===== config.mk =====
export PLATFORM = sky130hd
export DESIGN_NAME = ip_stream_assemble_pipe_flat
export DESIGN_NICKNAME = d
export VERILOG_FILES = /design/src/rtl/ip_stream_assemble_pipe.sv /design/src/rtl/ip_stream_assemble_pipe_if.sv /design/src/flat_wrapper.sv
export SDC_FILE = /design/constraint.sdc
export NUM_CORES = 2
export LEC_CHECK = 0
export CAP_MARGIN = 20
export CORE_AREA = 2 2 344 346
export CTS_BUF_LIST = sky130_fd_sc_hd__clkbuf_8
export DETAILED_ROUTE_END_ITERATION = 6
export DIE_AREA = 0 0 346 348
export MAX_ROUTING_LAYER = met4
export PLACE_DENSITY = 0.67
export SETUP_SLACK_MARGIN = 0.5
export SYNTH_ARGS = -nofsm -noshare
export SYNTH_HDL_FRONTEND = slang
export SYNTH_SLANG_ARGS = --single-unit

===== constraint.sdc =====
create_clock -name clk -period 8.8 [get_ports clk]
set_input_delay 2.2 -clock clk [delete_from_list [all_inputs] [get_ports clk]]
set_output_delay 2.2 -clock clk [all_outputs]
set_load 0.05 [all_outputs]

===== src/rtl/ip_stream_assemble_pipe.sv =====
// ip_stream_assemble_pipe: prepend a checksummed 20-byte IPv4 header to a TX payload stream
package ip_stream_assemble_pipe_pkg;
    typedef struct packed {
        logic [3:0]  version;
        logic [3:0]  ihl;
        logic [7:0]  tos;
        logic [15:0] total_length;
        logic [15:0] id;
        logic [2:0]  flags;
        logic [12:0] frag_offset;
        logic [7:0]  ttl;
        logic [7:0]  protocol;
        logic [15:0] chksum;
        logic [31:0] src_ip;
        logic [31:0] dst_ip;
    } ip_pkt_hdr;
    typedef struct packed {
        logic [31:0] pkt_id;
        logic [63:0] tstamp;
    } tracker_stats_struct;
endpackage

module ip_stream_assemble_pipe
    import ip_stream_assemble_pipe_pkg::*;
#(
    parameter int DATA_WIDTH = 256
) (
    input logic                      clk,
    input logic                      rst_n,
    ip_stream_assemble_pipe_if.slave bus
);
    localparam int DATA_BYTES     = DATA_WIDTH/8;
    localparam int PADBYTES_WIDTH = $clog2(DATA_BYTES);
    localparam int HB             = 20;
    localparam int HW             = 8*HB;
    typedef logic [PADBYTES_WIDTH-1:0] pad_t;
    typedef enum logic [2:0] {IDLE, CSUM, FIRST, PAYLOAD, TAIL} state_t;

    state_t              state, state_nxt;
    logic                live;
    ip_pkt_hdr           hdr_q;
    tracker_stats_struct ts_q;
    logic [HW-1:0]       carry, lead;
    pad_t                pad_q, pad_in, emit_pad, out_pad;
    logic                out_val, out_last;
    logic [DATA_WIDTH-1:0] out_data, raw, emit_data;
    tracker_stats_struct out_ts;
    logic                load, hdr_rdy, data_rdy, hdr_hs, data_hs, ends_now, emit, emit_last;
    logic [31:0]         sum;
    logic [16:0]         fold1;
    logic [15:0]         fold2, chk;

    // ones-complement header checksum with the checksum word treated as zero
    always_comb begin
        sum = '0;
        for (int i = 0; i < 10; i++)
            sum = sum + ((i == 5) ? 32'h0 : 32'(hdr_q[HW-1-16*i -: 16]));
        fold1 = 17'(sum[15:0]) + 17'(sum[31:16]);
        fold2 = fold1[15:0] + 16'(fold1[16]);
        chk   = ~fold2;
    end

    // handshakes, beat formatting and next-state selection
    always_comb begin
        load      = !out_val || bus.dst_ip_assemble_tx_rdy;
        hdr_rdy   = live && state == IDLE;
        data_rdy  = (state == FIRST || state == PAYLOAD) && load;
        hdr_hs    = hdr_rdy && bus.src_ip_assemble_tx_hdr_val;
        data_hs   = data_rdy && bus.src_ip_assemble_tx_data_val;
        pad_in    = bus.src_ip_assemble_tx_padbytes;
        ends_now  = bus.src_ip_assemble_tx_last && pad_in >= pad_t'(HB);
        emit      = data_hs || (state == TAIL && load);
        emit_last = state == TAIL || ends_now;
        emit_pad  = state == TAIL ? pad_t'(DATA_BYTES-HB) + pad_q : ends_now ? pad_in - pad_t'(HB) : '0;
        lead      = state == FIRST ? hdr_q : carry;
        raw       = state == TAIL ? {carry, {(DATA_WIDTH-HW){1'b0}}}
                                  : {lead, bus.src_ip_assemble_tx_data[DATA_WIDTH-1 -: DATA_WIDTH-HW]};
        emit_data = raw & ({DATA_WIDTH{1'b1}} << (8*emit_pad));
        state_nxt = state;
        unique case (state)
            IDLE:          state_nxt = hdr_hs ? CSUM : IDLE;
            CSUM:          state_nxt = FIRST;
            FIRST, PAYLOAD: state_nxt = !data_hs ? state : !bus.src_ip_assemble_tx_last ? PAYLOAD
                                                 : ends_now ? IDLE : TAIL;
            TAIL:          state_nxt = load ? IDLE : TAIL;
            default:       state_nxt = IDLE;
        endcase
    end

    // state register; live holds header ready low until the first edge after reset
    always_ff @(posedge clk or negedge rst_n) begin
        if (!rst_n) begin
            state <= IDLE;
            live  <= 1'b0;
        end else begin
            state <= state_nxt;
            live  <= 1'b1;
        end
    end

    // latched header/timestamp and the 20 bytes carried into the next beat
    always_ff @(posedge clk or negedge rst_n) begin
        if (!rst_n) begin
            hdr_q <= '0;
            ts_q  <= '0;
            carry <= '0;
            pad_q <= '0;
        end else begin
            if (hdr_hs) begin
                hdr_q <= bus.src_ip_assemble_tx_ip_hdr;
                ts_q  <= bus.src_ip_assemble_tx_timestamp;
            end
            if (state == CSUM) hdr_q.chksum <= chk;
            if (data_hs) begin
                carry <= bus.src_ip_assemble_tx_data[HW-1:0];
                pad_q <= pad_in;
            end
        end
    end

    // single output register, held while the sink stalls
    always_ff @(posedge clk or negedge rst_n) begin
        if (!rst_n) begin
            out_val  <= 1'b0;
            out_data <= '0;
            out_last <= 1'b0;
            out_pad  <= '0;
            out_ts   <= '0;
        end else if (load) begin
            out_val <= emit;
            if (emit) begin
                out_data <= emit_data;
                out_last <= emit_last;
                out_pad  <= emit_pad;
                out_ts   <= ts_q;
            end
        end
    end

    assign bus.ip_assemble_src_tx_hdr_rdy   = hdr_rdy;
    assign bus.ip_assemble_src_tx_data_rdy  = data_rdy;
    assign bus.ip_assemble_dst_tx_val       = out_val;
    assign bus.ip_assemble_dst_tx_data      = out_data;
    assign bus.ip_assemble_dst_tx_last      = out_last;
    assign bus.ip_assemble_dst_tx_padbytes  = out_pad;
    assign bus.ip_assemble_dst_tx_timestamp = out_ts;
endmodule

===== src/rtl/ip_stream_assemble_pipe_if.sv =====
// ip_stream_assemble_pipe_if: header, payload and output stream signals of the IPv4 TX assembler
interface ip_stream_assemble_pipe_if #(
    parameter int DATA_WIDTH     = 256,
    parameter int PADBYTES_WIDTH = $clog2(DATA_WIDTH/8),
    parameter int HDR_WIDTH      = 160,
    parameter int TS_WIDTH       = 96
);
    logic                      src_ip_assemble_tx_hdr_val;
    logic                      ip_assemble_src_tx_hdr_rdy;
    logic [HDR_WIDTH-1:0]      src_ip_assemble_tx_ip_hdr;
    logic [TS_WIDTH-1:0]       src_ip_assemble_tx_timestamp;
    logic                      src_ip_assemble_tx_data_val;
    logic                      ip_assemble_src_tx_data_rdy;
    logic [DATA_WIDTH-1:0]     src_ip_assemble_tx_data;
    logic                      src_ip_assemble_tx_last;
    logic [PADBYTES_WIDTH-1:0] src_ip_assemble_tx_padbytes;
    logic                      ip_assemble_dst_tx_val;
    logic                      dst_ip_assemble_tx_rdy;
    logic [DATA_WIDTH-1:0]     ip_assemble_dst_tx_data;
    logic                      ip_assemble_dst_tx_last;
    logic [PADBYTES_WIDTH-1:0] ip_assemble_dst_tx_padbytes;
    logic [TS_WIDTH-1:0]       ip_assemble_dst_tx_timestamp;

    modport master (
        output src_ip_assemble_tx_hdr_val, src_ip_assemble_tx_ip_hdr, src_ip_assemble_tx_timestamp,
        output src_ip_assemble_tx_data_val, src_ip_assemble_tx_data, src_ip_assemble_tx_last,
        output src_ip_assemble_tx_padbytes, dst_ip_assemble_tx_rdy,
        input  ip_assemble_src_tx_hdr_rdy, ip_assemble_src_tx_data_rdy, ip_assemble_dst_tx_val,
        input  ip_assemble_dst_tx_data, ip_assemble_dst_tx_last, ip_assemble_dst_tx_padbytes,
        input  ip_assemble_dst_tx_timestamp
    );

    modport slave (
        input  src_ip_assemble_tx_hdr_val, src_ip_assemble_tx_ip_hdr, src_ip_assemble_tx_timestamp,
        input  src_ip_assemble_tx_data_val, src_ip_assemble_tx_data, src_ip_assemble_tx_last,
        input  src_ip_assemble_tx_padbytes, dst_ip_assemble_tx_rdy,
        output ip_assemble_src_tx_hdr_rdy, ip_assemble_src_tx_data_rdy, ip_assemble_dst_tx_val,
        output ip_assemble_dst_tx_data, ip_assemble_dst_tx_last, ip_assemble_dst_tx_padbytes,
        output ip_assemble_dst_tx_timestamp
    );
endinterface


===== src/flat_wrapper.sv =====
// flat-port wrapper written by rule: the top's interface ports become plain ports
module ip_stream_assemble_pipe_flat import ip_stream_assemble_pipe_pkg::*;
#(
    parameter int DATA_WIDTH = 256
)
  (clk, rst_n, bus_src_ip_assemble_tx_hdr_val, bus_src_ip_assemble_tx_ip_hdr, bus_src_ip_assemble_tx_timestamp, bus_src_ip_assemble_tx_data_val, bus_src_ip_assemble_tx_data, bus_src_ip_assemble_tx_last, bus_src_ip_assemble_tx_padbytes, bus_dst_ip_assemble_tx_rdy, bus_ip_assemble_src_tx_hdr_rdy, bus_ip_assemble_src_tx_data_rdy, bus_ip_assemble_dst_tx_val, bus_ip_assemble_dst_tx_data, bus_ip_assemble_dst_tx_last, bus_ip_assemble_dst_tx_padbytes, bus_ip_assemble_dst_tx_timestamp);
  ip_stream_assemble_pipe_if #(.DATA_WIDTH(DATA_WIDTH)) bus_i ();
  input logic clk;
  input logic rst_n;
  input wire logic [$bits(bus_i.src_ip_assemble_tx_hdr_val)-1:0] bus_src_ip_assemble_tx_hdr_val;
  input wire logic [$bits(bus_i.src_ip_assemble_tx_ip_hdr)-1:0] bus_src_ip_assemble_tx_ip_hdr;
  input wire logic [$bits(bus_i.src_ip_assemble_tx_timestamp)-1:0] bus_src_ip_assemble_tx_timestamp;
  input wire logic [$bits(bus_i.src_ip_assemble_tx_data_val)-1:0] bus_src_ip_assemble_tx_data_val;
  input wire logic [$bits(bus_i.src_ip_assemble_tx_data)-1:0] bus_src_ip_assemble_tx_data;
  input wire logic [$bits(bus_i.src_ip_assemble_tx_last)-1:0] bus_src_ip_assemble_tx_last;
  input wire logic [$bits(bus_i.src_ip_assemble_tx_padbytes)-1:0] bus_src_ip_assemble_tx_padbytes;
  input wire logic [$bits(bus_i.dst_ip_assemble_tx_rdy)-1:0] bus_dst_ip_assemble_tx_rdy;
  output wire logic [$bits(bus_i.ip_assemble_src_tx_hdr_rdy)-1:0] bus_ip_assemble_src_tx_hdr_rdy;
  output wire logic [$bits(bus_i.ip_assemble_src_tx_data_rdy)-1:0] bus_ip_assemble_src_tx_data_rdy;
  output wire logic [$bits(bus_i.ip_assemble_dst_tx_val)-1:0] bus_ip_assemble_dst_tx_val;
  output wire logic [$bits(bus_i.ip_assemble_dst_tx_data)-1:0] bus_ip_assemble_dst_tx_data;
  output wire logic [$bits(bus_i.ip_assemble_dst_tx_last)-1:0] bus_ip_assemble_dst_tx_last;
  output wire logic [$bits(bus_i.ip_assemble_dst_tx_padbytes)-1:0] bus_ip_assemble_dst_tx_padbytes;
  output wire logic [$bits(bus_i.ip_assemble_dst_tx_timestamp)-1:0] bus_ip_assemble_dst_tx_timestamp;
  assign bus_i.src_ip_assemble_tx_hdr_val = bus_src_ip_assemble_tx_hdr_val;
  assign bus_i.src_ip_assemble_tx_ip_hdr = bus_src_ip_assemble_tx_ip_hdr;
  assign bus_i.src_ip_assemble_tx_timestamp = bus_src_ip_assemble_tx_timestamp;
  assign bus_i.src_ip_assemble_tx_data_val = bus_src_ip_assemble_tx_data_val;
  assign bus_i.src_ip_assemble_tx_data = bus_src_ip_assemble_tx_data;
  assign bus_i.src_ip_assemble_tx_last = bus_src_ip_assemble_tx_last;
  assign bus_i.src_ip_assemble_tx_padbytes = bus_src_ip_assemble_tx_padbytes;
  assign bus_i.dst_ip_assemble_tx_rdy = bus_dst_ip_assemble_tx_rdy;
  assign bus_ip_assemble_src_tx_hdr_rdy = bus_i.ip_assemble_src_tx_hdr_rdy;
  assign bus_ip_assemble_src_tx_data_rdy = bus_i.ip_assemble_src_tx_data_rdy;
  assign bus_ip_assemble_dst_tx_val = bus_i.ip_assemble_dst_tx_val;
  assign bus_ip_assemble_dst_tx_data = bus_i.ip_assemble_dst_tx_data;
  assign bus_ip_assemble_dst_tx_last = bus_i.ip_assemble_dst_tx_last;
  assign bus_ip_assemble_dst_tx_padbytes = bus_i.ip_assemble_dst_tx_padbytes;
  assign bus_ip_assemble_dst_tx_timestamp = bus_i.ip_assemble_dst_tx_timestamp;
  ip_stream_assemble_pipe #(.DATA_WIDTH(DATA_WIDTH)) u_core (.clk(clk), .rst_n(rst_n), .bus(bus_i));
endmodule

# Yosys cells after proc, flatten, opt, wreduce, memory -nomap -nowiden
# Index checks and enable logic that the tools add are counted.
[totals]
register_bits = 784
output_inout_bits = 361
[op_classes]
add_sub_neg = 12
magnitude_cmp = 1
eq_ne = 5
shifts = 1
muxes = 12
bitwise = 2
n_reduce_logical = 15
[op_table]
columns = ["operator", "n"]
rows = [
  ["bitwise AND 256 bit", 1],
  ["two-way mux 256 bit", 1],
  ["left shift 256 x 8 -> 256 bit (first input constant)", 1],
  ["adder 32 x 16 -> 32 bit", 6],
  ["two-way mux 160 bit", 1],
  ["two-way mux 80 bit", 1],
  ["adder 16 x 16 -> 17 bit", 2],
  ["adder 17 x 16 -> 18 bit", 1],
  ["adder 16 x 1 -> 16 bit", 1],
  ["two-way mux 16 bit", 1],
  ["inverter 16 bit", 1],
  ["two-way mux 3 bit", 4],
  ["one-hot mux 3 bit (4 select lines)", 1],
  ["two-way mux 5 bit", 2],
  ["equality test 3 x 2 -> 1 bit (second input constant)", 2],
  ["logical AND 1 bit", 6],
  ["adder 4 x 5 -> 5 bit (first input constant)", 1],
  [">= comparator 5 bit (second input constant)", 1],
  ["subtractor 5 bit (second input constant)", 1],
  ["logical OR 1 bit", 4],
  ["equality test 3 x 1 -> 1 bit (second input constant)", 1],
  ["equality test 3 bit (second input constant)", 1],
  ["zero test 3 bit", 1],
  ["inequality test 2 x 1 -> 1 bit (second input constant)", 1],
  ["5 further kinds", 5],
]

# Logic depth before layout (Yosys ltp)
[logic_depth]
depth_word = 12
ltp_mapped = 43

# Worst setup path before layout
# No wires, ideal clock.
[synth_timing]
path_type = "register -> register"
startpoint = "register u_core.hdr_q[113] (netlist name)"
endpoint = "register u_core.hdr_q[78] (netlist name)"
setup_time_ns = 0.126
arrival_ns = 9.300
required_ns = 8.674
path_slack_ns = -0.626
stages_incl_launch_ff = 43
path_buffers = 0
synth_period_minus_slack_ns = 9.426
cell_sequence = "dfrtp_1 fa_1 ha_1 fa_1 a21o_1 a21oi_1 o21bai_1 a21oi_1 o21ai_0 a211oi_1 o21bai_1 xor2_1 fa_1 inv_1 fa_1 fa_1 fa_1 inv_1 (+7 left out) a21o_1 a21oi_1 o21bai_1 ha_1 a21oi_1 nand2_1 nand3_1 nor3_1 nand2_1 nor3_1 ha_1 ha_1 nand3_1 nor3b_1 nand4_1 nor3b_2 xnor2_1 a221o_1"
[synth_between]
elab_chain_len = 11
[synth_rtl]
columns = ["item", "line", "source"]
rows = [
  ["start, declared", "ip_stream_assemble_pipe.sv:41", "ip_pkt_hdr hdr_q;"],
  ["start signal, assigned", "ip_stream_assemble_pipe.sv:110", "hdr_q <= bus.src_ip_assemble_tx_ip_hdr;"],
  ["adder 17 x 16 -> 18 bit", "ip_stream_assemble_pipe.sv:57", "sum = sum + ((i == 5) ? 32'h0 : 32'(hdr_q[HW-1-16*i -: 16]));"],
  ["adder 32 x 16 -> 32 bit (6 in series)", "ip_stream_assemble_pipe.sv:57", ""],
  ["adder 16 x 16 -> 17 bit", "ip_stream_assemble_pipe.sv:58", "fold1 = 17'(sum[15:0]) + 17'(sum[31:16]);"],
  ["adder 16 x 1 -> 16 bit", "ip_stream_assemble_pipe.sv:59", "fold2 = fold1[15:0] + 16'(fold1[16]);"],
  ["inverter 16 bit", "ip_stream_assemble_pipe.sv:60", "chk = ~fold2;"],
  ["two-way mux 16 bit", "ip_stream_assemble_pipe.sv:113", "if (state == CSUM) hdr_q.chksum <= chk;"],
]
# No other way between the ends.
# A chain may end at the register's enable or synchronous reset.

# Worst setup path after layout
[layout_timing]
startpoint = "register u_core.hdr_q[130] (netlist name)"
endpoint = "register u_core.hdr_q[78] (netlist name)"
[layout_between]
elab_chain_len = 12
[layout_rtl]
columns = ["item", "line"]
rows = [
  ["adder 16 x 16 -> 17 bit", "ip_stream_assemble_pipe.sv:57"],
  ["adder 17 x 16 -> 18 bit", "ip_stream_assemble_pipe.sv:57"],
  ["adder 32 x 16 -> 32 bit (6 in series)", "ip_stream_assemble_pipe.sv:57"],
  ["adder 16 x 16 -> 17 bit", "ip_stream_assemble_pipe.sv:58"],
  ["adder 16 x 1 -> 16 bit", "ip_stream_assemble_pipe.sv:59"],
  ["inverter 16 bit", "ip_stream_assemble_pipe.sv:60"],
  ["two-way mux 16 bit", "ip_stream_assemble_pipe.sv:113"],
]
# No other way between the ends.

==> results.yml <==
route:
  ant_nets: 0
  drt_first_pass_iters: 7
  vias_per_cell: 4.80
  vias: 30500
  wl_per_cell_um: 22.5
  drcViolationCount: 0
  drt_iter0_drc: 2390
  finalWirelength_mm: 143
cts:
  clock_sinks: 784
  cts_tree: "built"
  clk_path_buf_depth: 3
  clock_latency_ps: 860
  cts_inserted_buffers: 141
  hold_buffers: 0
  path_clk_slew_ps: 60
  cts_root_buf: "clkbuf_8"
  htree_levels: 4
floorplanning:
  die_w_um: 346
  dieArea_um2: 120000
  io-pin-count: 884
  rows: 126
  dieHeight_um: 348
  initial_core_util_pct: 30.2
  core_um2: 117000
placed_design:
  dp_slack_ps: -200
  gp_congestion: 0.895
  io_buffers: 883
  place_inst: 6049
  postPlaceCellArea_um2: 46500
  place_hpwl_mm: 105
logic_synthesis:
  synth_cell_types: 72
  synth-edff-count: 0
  yosys.area.top_type_share_pct: 55.5
  syn_nets: 4367
  ys_dominant_reg_cell: "dfrtp_1"
  ys_seq_area_share_pct: 55.5
  yosys_warnings: 0
  syn_avg_cell_area_um2: 9.56
  syn_inst: 3698
  synth-seq-cells: 784
  netlist_area_um2: 35400
  synth.area.top_cells: "dfrtp_1, nand2_1, fa_1"
  async_flop_share_pct: 100
  yosysTopAreaCell: "dfrtp_1"
global_route:
  grtUsageTotal_pct: 23.9
  grt_pass1_vias: 31000
  use_met1_pct: 30.8
  grt_max_degree: 175
  grt_antenna_before_repair: 29
  grt_pass1_wl_mm: 206
  use_met2_pct: 36.5
  grtUsageMet3_pct: 5.00
  grt-ovfl-total: 0
  grt_busiest_layer: "met2"
setup_path:
  start_kind: "flop"
  rr_endpoint: "u_core.hdr_q[78]"
  critPathSlowestCell: "fa_2"
  r2r_start: "u_core.hdr_q[130]"
  path_common_cell: "a21o_1"
  crit_arrival_ps: 9680
  required_ps: 9490
  critPathTopFamily: "adder cells"
  worst-path-buf-inv: 4
  max_stage_delay_ps: 530
  worstRegToRegCells: 41
  end_kind: "flop"
  r2r_slack_ps: -190
  worst-path-max-fanout: 3
  critPathKind: "flop to flop"
timing:
  worst_pin_slew_ps: 1320
  drv_slew: 0
  fin_skew_ps: 65.7
  setup_viol: 9
  worst_slack_ps: -189
  rsz0062_at_grt: "true"
  fin_setup_tns_ps: -1040
  slew_headroom_pct: 12.2
  finalHoldViolCount: 0
  fin_crit_ps: 8990
  fmax_mhz: 111
  period_share_pct: 102
layout:
  final_layout_size_suffix_gt1_share_pct: 9.21
  area_growth_pct: 41.6
  nFillCells: 11300
  stdcell_count: 6358
  nNetsFinal: 5364
  fin_area_um2: 50100
hold_path:
  hp-class: "flop to flop"
  min_to: "u_core.bus.ip_assemble_dst_tx_timestamp[95]"
  hp-start: "u_core.ts_q[95]"
  whs_path_depth: 2
run_status:
  outcome: "finished with violations"
  failed_checks: "setup timing"
job:
  cap_viol_max_count: 0
==> what timing repair did <==
action                                  4_1_cts  5_1_grt
setup buffers                                29        8
pin swaps                                    30       26
resized for setup                            38       23
endpoints found under the setup margin       15       16
==> cell type report <==
class,instances,area [µm²],area share (%)
Tap cell,1536,1920,3.84
Sequential cell,784,19600,39.2
Antenna cell,25,62.6,0.125
Clock buffer,163,2240,4.48
Multi-Input combinational cell,2603,15000,29.9
Clock inverter,82,633,1.26
Timing Repair Buffer,1031,10100,20.2
Inverter,134,503,1.00
==> through the flow <==
step	util (%)	hold WS (ps)
finish	42.8	462
global route	42.8	477
CTS	42.6	454
detailed placement	39.8	451
global placement	39.8	444
floorplan	-	439
==> state kept, by name (all words and copies together), names as in the netlist <==
register and cells:
u_core.bus.ip_assemble_dst_tx_data 256, u_core.bus.ip_assemble_dst_tx_last 1, u_core.bus.ip_assemble_dst_tx_padbytes 5, u_core.bus.ip_assemble_dst_tx_timestamp 96, u_core.bus.ip_assemble_dst_tx_val 1, u_core.carry 160
u_core.hdr_q 160, u_core.live 1, u_core.pad_q 5, u_core.state 3, u_core.ts_q 96
==> cells in the final DEF, fill, tap and decap left out, drive strengths merged, types with 4 or more instances in the layout <==
master / n
dfrtp: 784
clkinv: 15
ha: 49
and2: 9
bufinv: 6
xor2: 17
o211ai: 4
diode: 25
fa: 97
nand3: 10
mux2i: 160
nor3b: 7
o21bai: 6
o21ai: 200
nor2: 51
clkdlybuf4s50: 882
nand2: 1656
o31a: 4
nor4: 4
inv: 191
nand4: 5
buf: 149
a21o: 17
o22ai: 4
nor3: 19
a22oi: 16
a211oi: 7
xnor2: 30
o31ai: 24
nand2b: 5
a221o: 5
clkbuf: 163
and3: 12
clkinvlp: 4
a21oi: 47
a22o: 99
or3: 6
==> worst min-delay path: cells and delay by family (launching register included) <==
family / cells / cell delay, ps
flops: 1 / 360
simple gates: 2 / 110
==> Yosys cell counts, types with 24 or more instances <==
master,number
dfrtp_1,784
nand2_1,1656
mux2i_1,160
xnor2_1,29
nor2_1,51
fa_1,97
o31ai_1,24
a22o_1,98
inv_1,134
a21oi_1,46
ha_1,49
o21ai_0,190
clkbuf_1,169
==> worst max path at each step <==
stage | from | endpoint | slack (ps) | cells after the start
after global routing | u_core.hdr_q[130] | u_core.hdr_q[78] | -540 | 41
after CTS | u_core.hdr_q[145] | u_core.hdr_q[78] | -90 | 42
after global placement | u_core.hdr_q[113] | u_core.hdr_q[78] | -50 | 42
final | u_core.hdr_q[130] | u_core.hdr_q[78] | -190 | 41
after floorplan | u_core.hdr_q[146] | u_core.hdr_q[78] | 260 | 41
after detailed placement | u_core.hdr_q[113] | u_core.hdr_q[78] | -200 | 42
==> metal layers <==
metal	up-vias	share of wire [%]	wire, µm
met3	268	6.4	9100
met1	15200	43	62000
li1	13900	-	-
met5	-	0	0
met2	1109	47	66600
met4	0	3.8	5430
==> logic make-up after synthesis <==
| logic type | synth area share, % |
|---|---|
| mux | 4.53 |
| flops | 55.5 |
| compound gates | 8.52 |
| buf+inv | 3.31 |
| fa+ha+maj | 7.23 |
| other cells | 0.0106 |
| simple gates | 19.7 |
| xor+xnor | 1.21 |
Power is not shown: default switching activity piles up to over one toggle a cycle in this logic, so the estimate is an artifact.
